$ cat config.mk
export PLATFORM = sky130hd
export DESIGN_NAME = mux_arb_reg
export DESIGN_NICKNAME = d
export VERILOG_FILES = /design/src/rtl/mux_arb_reg.sv
export SDC_FILE = /design/constraint.sdc
export NUM_CORES = 1
export LEC_CHECK = 0
export CORE_MARGIN = 2
export CORE_UTILIZATION = 45
export CTS_BUF_LIST = sky130_fd_sc_hd__clkbuf_8 sky130_fd_sc_hd__clkbuf_16
export CTS_CLUSTER_SIZE = 8
export DETAILED_ROUTE_END_ITERATION = 6
export PLACE_DENSITY = 0.95
export SLEW_MARGIN = 30
export SYNTH_ARGS = -nofsm -noshare
export SYNTH_HDL_FRONTEND = slang
export SYNTH_SLANG_ARGS = --single-unit
$ cat constraint.sdc
create_clock -name CLK -period 8 [get_ports CLK]
set_input_delay 1.6 -clock CLK [delete_from_list [all_inputs] [get_ports CLK]]
set_output_delay 1.6 -clock CLK [all_outputs]
set_load 0.005 [all_outputs]
$ cat src/rtl/mux_arb_reg.sv
// N-input registered selector with explicit-select and round-robin modes,
// per-input valid/ready handshakes and a one-entry output register.
module mux_arb_reg #(
    parameter int WIDTH  = 32,
    parameter int NUM_IN = 4,
    parameter int SEL_W  = 2
) (
    input  logic                    CLK,
    input  logic                    Reset,
    input  logic                    Mode,
    input  logic [SEL_W-1:0]        Sel,
    input  logic [NUM_IN-1:0]       InValid,
    output logic [NUM_IN-1:0]       InReady,
    input  logic [NUM_IN*WIDTH-1:0] DataIn,
    output logic                    OutValid,
    input  logic                    OutReady,
    output logic [WIDTH-1:0]        DataOut,
    output logic [SEL_W-1:0]        OutSel
);

    logic              r_valid;
    logic [WIDTH-1:0]  r_data;
    logic [SEL_W-1:0]  r_sel;
    logic [SEL_W-1:0]  r_last;

    logic              w_space;
    logic              w_grant;
    logic [SEL_W-1:0]  w_grant_idx;
    logic [WIDTH-1:0]  w_grant_data;
    logic              w_transfer;

    // Reset also gates Space so no channel sees a handshake while reset is held.
    assign w_space    = Reset && (!r_valid || OutReady);
    assign w_transfer = w_grant && w_space;

    // Round-robin priority: channel i is (i - Last - 1) mod NUM_IN steps away
    // from the pointer; the valid channel with the smallest distance wins.
    always_comb begin
        int w_dist;
        int w_best;
        // NOTE: every combinational output gets a default first so no latch is inferred.
        w_grant     = 1'b0;
        w_grant_idx = '0;
        w_dist      = 0;
        w_best      = NUM_IN;
        if (!Mode) begin
            for (int i = 0; i < NUM_IN; i++) begin
                if (Sel == SEL_W'(i) && InValid[i]) begin
                    w_grant     = 1'b1;
                    w_grant_idx = SEL_W'(i);
                end
            end
        end else begin
            for (int i = 0; i < NUM_IN; i++) begin
                w_dist = i - int'(r_last) - 1;
                if (w_dist < 0) begin
                    w_dist = w_dist + NUM_IN;
                end
                if (InValid[i] && w_dist < w_best) begin
                    w_best      = w_dist;
                    w_grant     = 1'b1;
                    w_grant_idx = SEL_W'(i);
                end
            end
        end
    end

    always_comb begin
        w_grant_data = '0;
        InReady      = '0;
        for (int i = 0; i < NUM_IN; i++) begin
            if (w_grant_idx == SEL_W'(i)) begin
                w_grant_data = DataIn[i*WIDTH +: WIDTH];
                InReady[i]   = w_transfer;
            end
        end
    end

    // NOTE: sequential state uses non-blocking assignments so all registers
    // update from pre-edge values.
    always_ff @(posedge CLK or negedge Reset) begin
        if (!Reset) begin
            r_valid <= 1'b0;
            r_data  <= '0;
            r_sel   <= '0;
            r_last  <= SEL_W'(NUM_IN - 1);
        end else if (w_transfer) begin
            r_valid <= 1'b1;
            r_data  <= w_grant_data;
            r_sel   <= w_grant_idx;
            r_last  <= w_grant_idx;
        end else if (r_valid && OutReady) begin
            r_valid <= 1'b0;
            r_data  <= '0;
            r_sel   <= '0;
        end
    end

    assign OutValid = r_valid;
    assign DataOut  = r_data;
    assign OutSel   = r_sel;

endmodule

* After elaboration in Yosys (flattened, before gate mapping)
Index checks and enable logic that the tools add are counted.
** Word-level totals
- Register bits :: 37
- Input bits :: 138
- Output and inout bits :: 39
** Cells by class
- Add/subtract/negate cells :: 12
- Order comparisons :: 8
- Equal/unequal tests :: 6
- Multiplexer cells :: 44
- Reduce and logical (&&, ||, !) cells :: 16
** Operators with widths (count)
- two-way mux 32 bit :: 20
- < comparator 32 bit :: 3
- < comparator 32 x 4 -> 1 bit (second input constant) :: 1
- adder 4 x 4 -> 5 bit (second input constant) :: 4
- two-way mux 1 bit :: 17
- < comparator 4 x 1 -> 1 bit (second input constant) :: 4
- subtractor 3 x 2 -> 4 bit (second input constant) :: 4
- two-way mux 2 bit :: 7
- logical AND 1 bit :: 11
- equality test 2 bit (second input constant) :: 4
- subtractor 1 x 2 -> 3 bit (first input constant) :: 2
- subtractor 2 x 2 -> 3 bit (first input constant) :: 2
- equality test 2 x 1 -> 1 bit (second input constant) :: 2
- zero test 2 bit :: 2
- nonzero test 2 bit :: 1
- zero test 1 bit :: 1
- logical OR 1 bit :: 1

* Logic depth before layout (Yosys ltp)
Gate-level depths: netlist of run 1.
- Depth after elaboration :: 27
- Gate-level depth with buffers :: 20
- Gate-level depth less buffers :: 18

* Worst setup path after synthesis of run 1
OpenSTA, ideal clock, no wires.
- Path type :: input to output
- Start :: input InValid[1]
- End :: output InReady[2]
- Data arrival time :: 4.395 ns
- Setup slack :: 2.005 ns
- Cell stages on the path :: 16
- Path buffers :: 2
- Path through :: nand2b_1 a21oi_1 a21oi_1 ha_1 o211ai_1 o211ai_4 a21oi_1 a31o_2 ha_1 a21oi_1 nand2b_1 a32o_1 a31o_1 buf_2 clkbuf_1 nor3_1
** On the way
- Word-level cells in the longest chain between the ends :: 13
- Elaborated cells between the ends (all ways) :: 27
** Ends and longest elaborated chain
- from (decl) :: line 12 : input logic [NUM_IN-1:0] InValid,
- logical AND 1 bit :: line 59 : if (InValid[i] && w_dist < w_best) begin
- two-way mux 32 bit :: line 59
- two-way mux 32 bit :: line 46 : if (!Mode) begin
- < comparator 32 bit :: line 59
- logical AND 1 bit :: line 59
- two-way mux 32 bit :: line 59
- two-way mux 32 bit :: line 46
- < comparator 32 bit :: line 59
- logical AND 1 bit :: line 59
- two-way mux 2 bit or two-way mux 1 bit (tied branches) :: line 59
- two-way mux 2 bit or two-way mux 1 bit (tied branches) :: line 46
- equality test 2 bit or logical AND 1 bit (tied branches) :: line 72, 34
- two-way mux 1 bit (*) :: line 72 : if (w_grant_idx == SEL_W'(i)) begin
- to (decl) :: line 13 : output logic [NUM_IN-1:0] InReady,
Mark *: on every way between the ends. The rest lies on a longest branch, timed or not. The select of a mux whose other input is x is not followed.

* Worst setup path in the final report of run 1
- Start :: input InValid[1]
- End :: output InReady[0]
** On the way
- Word-level cells in the longest chain between the ends :: 13
- Elaborated cells between the ends (all ways) :: 27
** Ends and longest elaborated chain (line)
- logical AND 1 bit :: 59
- two-way mux 32 bit :: 59
- two-way mux 32 bit :: 46
- < comparator 32 bit :: 59
- logical AND 1 bit :: 59
- two-way mux 32 bit :: 59
- two-way mux 32 bit :: 46
- < comparator 32 bit :: 59
- logical AND 1 bit :: 59
- two-way mux 2 bit or two-way mux 1 bit (tied branches) :: 59
- two-way mux 2 bit or two-way mux 1 bit (tied branches) :: 46
- zero test 2 bit or logical AND 1 bit (tied branches) :: 72, 34
- two-way mux 1 bit (*) :: 72
Marked as above.

==> results of run 1 <==
power by group through the flow:
stage	logic (uW)	clock network, uW	registers (uW)
2_1_floorplan	873	0	321
3_3_place_gp	1250	0	320
3_5_place_dp	1300	0	322
4_1_cts	1310	134	320
5_1_grt	1430	142	329
6_report	1330	131	322
critical path, cell delays in order:
cell and delay, ns:
clkdlybuf4s50_1 0.62, nand2b_1 0.15, a21oi_1 0.06, a21oi_1 0.18
ha_1 0.21, and4bb_1 0.24, o211ai_4 0.28, a21oi_1 0.12
a31o_2 0.23, ha_1 0.28, a21oi_1 0.08, o21ai_1 0.24
nand4_1 0.13, buf_4 0.24, a31o_2 0.29, buf_4 0.23
nor2_1 0.12, clkdlybuf4s50_1 0.50
per-layer routing:
layer  global-route usage [%]  share of wire [%]
met1                     35.9                 39
met2                     48.9                 51
met3                     4.75                6.5
met4                     12.2                3.4
met5                        0                  0
how the worst max path moves through the flow:
stage | cells past startpoint | endpoint
global route | 18 | InReady[0]
detailed placement | 18 | InReady[0]
CTS | 18 | InReady[0]
finish | 18 | InReady[0]
floorplan | 16 | InReady[2]
global placement | 18 | InReady[0]
sequential cells by signal (all words and copies together), names as in the netlist:
register	flops
DataOut	32
OutSel	2
OutValid	1
r_last	2
logic make-up after synthesis:
family,Yosys count
xor gates and xnor gates,2
adders and majority gates,8
DFF,37
and+or+nand+nor,84
AOI/OAI and AO/OA,128
buffers and inverters,68
other,1
muxes,36
placed cells by master, fill, tap and decap left out, types with 11 or more instances in the layout:
| cell | Yosys | final |
|---|---|---|
| a41oi_2 | 20 | 20 |
| clkdlybuf4s50_1 | 0 | 175 |
| a211oi_1 | 22 | 22 |
| mux2i_1 | 25 | 25 |
| inv_1 | 28 | 31 |
| buf_4 | 6 | 11 |
| dfrtp_1 | 35 | 35 |
| nand4_1 | 24 | 24 |
| a22o_1 | 12 | 12 |
| and3_1 | 12 | 12 |
| o211ai_2 | 20 | 20 |
| nor2_1 | 14 | 14 |
through the flow:
step,cell area (sq um),total power (uW)
after CTS,5460,1770
after detailed placement,5380,1630
after global placement,5380,1570
final,5460,1780
after global routing,5460,1900
after floorplan,3620,1190
final cells by class:
cell class,instances,area share [%]
Multi-Input combinational cell,260,43.5
Timing Repair Buffer,187,33.7
Sequential cell,37,17.0
Tap cell,102,2.34
Inverter,28,1.93
Clock buffer,5,1.26
Clock inverter,3,0.206
==> impl_metrics.ini, run 1 <==
[job]
cap_violations = 0

[clocking]
root_buffer = clkbuf_8
numClockSinks = 37
cts_resized = 0
insertion_delay_ns = 0.30
cts_buffer_depth = 2
htree_levels = 2
numCtsBuffers = 5
cts_tree = done
clk_pin_slew_ns = 0.08
cts_setup_buffers = 0
holdBufCountCts = 0

[layout]
area_growth_pct = 51.0
seqCellArea_sq_um = 928
drive_gt1_share_pct = 15.2
final_cells = 622
n_antenna_cell = 0
nets = 665
final_core_util_pct = 70.2
n_fill_cell = 550
multi_input_area_sq_mm = 0.00238

[power_and_ir_drop]
p_int_uw = 922
switching_share_pct = 48.2
pwr-share-clk_pct = 7.4
power_density_mw_per_mm2 = 326
seq_power_share_pct = 18.1
combPwrFrac_pct = 74.5
vdd_drop_max_mv = 0.219
leakage_uw = 0.00220
netSwitchingPower_uw = 857

[sta]
finalSetupViolCount = 0
fin_crit_ns = 7.42
tightestPinTransition_ns = 0.987
slew-limit-headroom_pct = 34.2
fin_ws_ns = 0.582
fmax_mhz = 135
finalClockSkew_ns = 0.00603
timing.final.crit_share_pct = 92.7
timing.setup.tns_ns = 0
final-hold-violation-count = 0
rsz0062_at_grt = false
maxSlewViolCount = 0
fin_hold_ws_ns = 0.514

[synthesis]
yosysSeqAreaShare_pct = 25.7
synth_area_sq_mm = 0.00361
yosys-top-cells-area = dfrtp_1 (24%), a41oi_2 (9.0%), mux2i_1 (6.9%)
netlist-cell-type-count = 51
yosysMostFrequentCell = dfrtp_1
yosys-top-cells-count = dfrtp_1 (35), inv_1 (28), mux2i_1 (25)
synth_edf_count = 0
synth.top_cell.area_share_pct = 24.2
synth-adder-area-share_pct = 2.77
synth_compound_area_share_pct = 34.9
synthXorXnorAreaFrac_pct = 0.485
ys_dominant_reg_cell = dfrtp_1
syn-mean-instance-area_sq_um = 9.93
synth_top_family_by_area = compound AO/OA/AOI/OAI gates
synth-seq-cells = 37
synth_mux_area_share_pct = 13.5
yosys.area.top_type = dfrtp_1
ys_warn_count = 0
ys_async_sr_fraction_pct = 100
synth_cells = 364
synth-simple-area-share_pct = 13.6

[floorplanning]
die_y_um = 93.6
initial_utilization_pct = 46.5
ios = 177
die_area_sq_mm = 0.00877
die_x_um = 93.6
core_sq_mm = 0.00777
rows = 32

[route]
drc = 0
dr.pass1.iters = 5
drt_iter0_drc = 410
wl_per_cell_um = 21.0
postRouteAntennaNets = 0
route.vias.total = 3925
drt-total-wl_um = 13100
avgViaCountPerCell = 6.31

[global_route]
first_global_vias = 4033
grt_start_max_net_pins = 42
grt_use_total_pct = 28.7
antenna_found_initial = 0
grt_pass1_wl_um = 20000
grt.overflow.total = 0

[worst_setup_path]
crit_fanout = 22
reg2reg_depth = 20
start_kind = primary input
worstPathRequired_ns = 6.40
rrSetupSlack_ns = 2.96
setup.worst_path.end_class = output port
crit_start = InValid[1]
r2r-start = r_last[0]$_DFFE_PN1P_
arrival_ns = 5.82
r2r-end = DataOut[7]$_DFFE_PN0P_
path_class = in2out

[outcome]
status = complete, no violations

[min_path]
min_to = OutSel[1]$_DFFE_PN0P_
holdCritStartpoint = OutSel[1]$_DFFE_PN0P_
hp-class = reg2reg
whs_path_depth = 1

[placement]
place_congestion = 0.895
port_buffers = 176
hpwl_um = 9510
place_inst = 614
place_ws_ns = 0.639
Power figures use the tool's default switching activity.
==> inputs of run 2 (changes only) <==
--- a/config.mk
+++ b/config.mk
@@ -6,7 +6,7 @@
 export NUM_CORES = 1
 export LEC_CHECK = 0
 export CORE_MARGIN = 2
-export CORE_UTILIZATION = 45
+export CORE_UTILIZATION = 42
 export CTS_BUF_LIST = sky130_fd_sc_hd__clkbuf_8 sky130_fd_sc_hd__clkbuf_16
 export CTS_CLUSTER_SIZE = 8
 export DETAILED_ROUTE_END_ITERATION = 6
==> constraint.sdc (replaced) <==
create_clock -name CLK -period 7 [get_ports CLK]
set_input_delay 1.4 -clock CLK [delete_from_list [all_inputs] [get_ports CLK]]
set_output_delay 1.4 -clock CLK [all_outputs]
set_load 0.005 [all_outputs]
==> run 2 against run 1 <==
Global-route usage down 2.7 points. Sequential share of layout area is 0.12 points lower. Non-clock buffer count is 4 higher. Critical endpoint is now InReady[2]. First-iteration DRC count shrank 34%. Final area increased by 0.73%. Flip-flop and latch count unchanged. Clock power increased by 12%. Combinational power is 15% higher. Worst setup slack worse by 0.37 ns. Sequential power increased by 14%. Die area up 6.8%.
==> impl_metrics.ini, run 2 (synthesis results as in run 1) <==
[layout]
most-common-layout-cells = clkdlybuf4s50_1 (175), dfrtp_1 (35), inv_1 (29), mux2i_1 (25), nand4_1 (24)
n_antenna_cell = 0
largest_register_ffs = 32
nets = 669
final_common_cell = clkdlybuf4s50_1
drive_gt1_share_pct = 16.4
area_growth_pct = 52.1

[global_route]
grt_pass1_wl_um = 20200
grt.overflow.total = 0
first_global_vias = 4100
grt_use_met1_pct = 31.9
busiest_layer = met2
antenna_found_initial = 0
gr-usage-met2_pct = 45.7
use_met3_pct = 4.12
grt_use_total_pct = 26.0
grt_start_max_net_pins = 46

[floorplanning]
die_y_um = 96.8
die_x_um = 96.8
core_sq_mm = 0.00830
die_area_sq_mm = 0.00936
rows = 33
initial_utilization_pct = 43.6
ios = 177

[placement]
place_ws_ns = 0.0581
place_congestion = 0.861
port_buffers = 176
hpwl_um = 9010

[power_and_ir_drop]
leakage_uw = 0.00222
power_density_mw_per_mm2 = 372
vdd_drop_max_mv = 0.292

[route]
drt_iter0_drc = 270
dr.pass1.iters = 5
drc = 0
drt-total-wl_um = 12300
postRouteAntennaNets = 0
wl_per_cell_um = 19.6
avgViaCountPerCell = 6.16
route.vias.total = 3866

[clocking]
root_buffer = clkbuf_8
holdBufCountCts = 0
insertion_delay_ns = 0.29
cts_buffer_depth = 2
htree_levels = 2
clk_pin_slew_ns = 0.08
numClockSinks = 37
cts_tree = done
numCtsBuffers = 5

[sta]
maxSlewViolCount = 0
final-hold-violation-count = 0
finalClockSkew_ns = 0.0164
timing.setup.tns_ns = 0
fin_crit_ns = 6.79
tightestPinTransition_ns = 1.01
fmax_mhz = 147
finalSetupViolCount = 0
fin_ws_ns = 0.208
timing.final.crit_share_pct = 97.0
slew-limit-headroom_pct = 32.5
fin_hold_ws_ns = 0.510

[min_path]
hp-class = reg2reg

[worst_setup_path]
cp_common_cell = a21oi_1
path_class = in2out
crit_fanout = 9
arrival_ns = 5.39
cp_cell_sequence = clkdlybuf4s50_1 > nand2b_1 > a21oi_1 > a21oi_1 > ha_1 > and4bb_1 > o211ai_4 > a21oi_1 > a31o_2 > ha_1 > a21oi_1 > o21ai_2 > o211ai_1 > buf_4 > a21oi_4 > buf_4 > nor3_1 > clkdlybuf4s50_1
setup.worst_path.end_class = output port
cp_slowest_cell = clkdlybuf4s50_1
start_kind = primary input
worstPathRequired_ns = 5.60
cpPeakStageDelay_ns = 0.60

[job]
cap_violations = 0

[outcome]
status = complete, no violations
run 2: timing repair:
| item | CTS | global route |
|---|---|---|
| buffers inserted | 0 | 3 |
| resized for setup | 0 | 1 |
| endpoints found under the setup margin | 0 | 4 |
run 2: path summary, 6_finish.rpt:
path,from,to,slack [ns],cells after the start
max reg2reg,r_last[0]$_DFFE_PN1P_,DataOut[7]$_DFFE_PN0P_,1.85,19
max in group asynchronous,Reset,r_last[0]$_DFFE_PN1P_,5.41,2
max,InValid[1],InReady[2],0.21,18
min in group asynchronous,Reset,DataOut[6]$_DFFE_PN0P_,1.20,2
min reg2reg,DataOut[6]$_DFFE_PN0P_,DataOut[6]$_DFFE_PN0P_,0.51,1
min,DataOut[6]$_DFFE_PN0P_,DataOut[6]$_DFFE_PN0P_,0.51,1
run 2: metrics by stage:
| stage | instances | util [%] | total power, uW | area (sq um) |
|---|---|---|---|---|
| detailed placement | 618 | 64.9 | 1850 | 5390 |
| global route | 628 | 66.2 | 2190 | 5500 |
| floorplan | 365 | - | 1370 | 3620 |
| global placement | 618 | 64.9 | 1800 | 5390 |
| CTS | 625 | 65.9 | 2010 | 5470 |
| finish | 628 | 66.2 | 2050 | 5500 |
run 2: per-layer routing:
layer | vias up | part of all wire, %
li1 | 1762 | -
met1 | 1867 | 39
met2 | 211 | 52
met3 | 26 | 6.6
met4 | 0 | 2.5
met5 | - | 0
run 2: layout make-up:
cell class                      count  area, sq um
Clock buffer                        5         68.8
Clock inverter                      2         12.5
Multi-Input combinational cell    260         2380
Tap cell                          105          131
Inverter                           28          105
Sequential cell                    37          928
Fill cell                         641         2800
Timing Repair Buffer              191         1870
run 2: where the power goes:
group | internal (uW) | switching [uW] | leakage, uW
combinational | 696 | 837 | 0.00170
sequential | 309 | 57.2 | 0.000468
clock | 67.6 | 79.0 | 0.0000454
run 2: critical path: cells and delay by family:
family,cells,cell delay [ns]
AND/OR/NAND/NOR,3,0.54
AO/OA/AOI/OAI,9,1.50
buffers and inverters,4,1.46
adder cells (fa/ha/maj),2,0.48
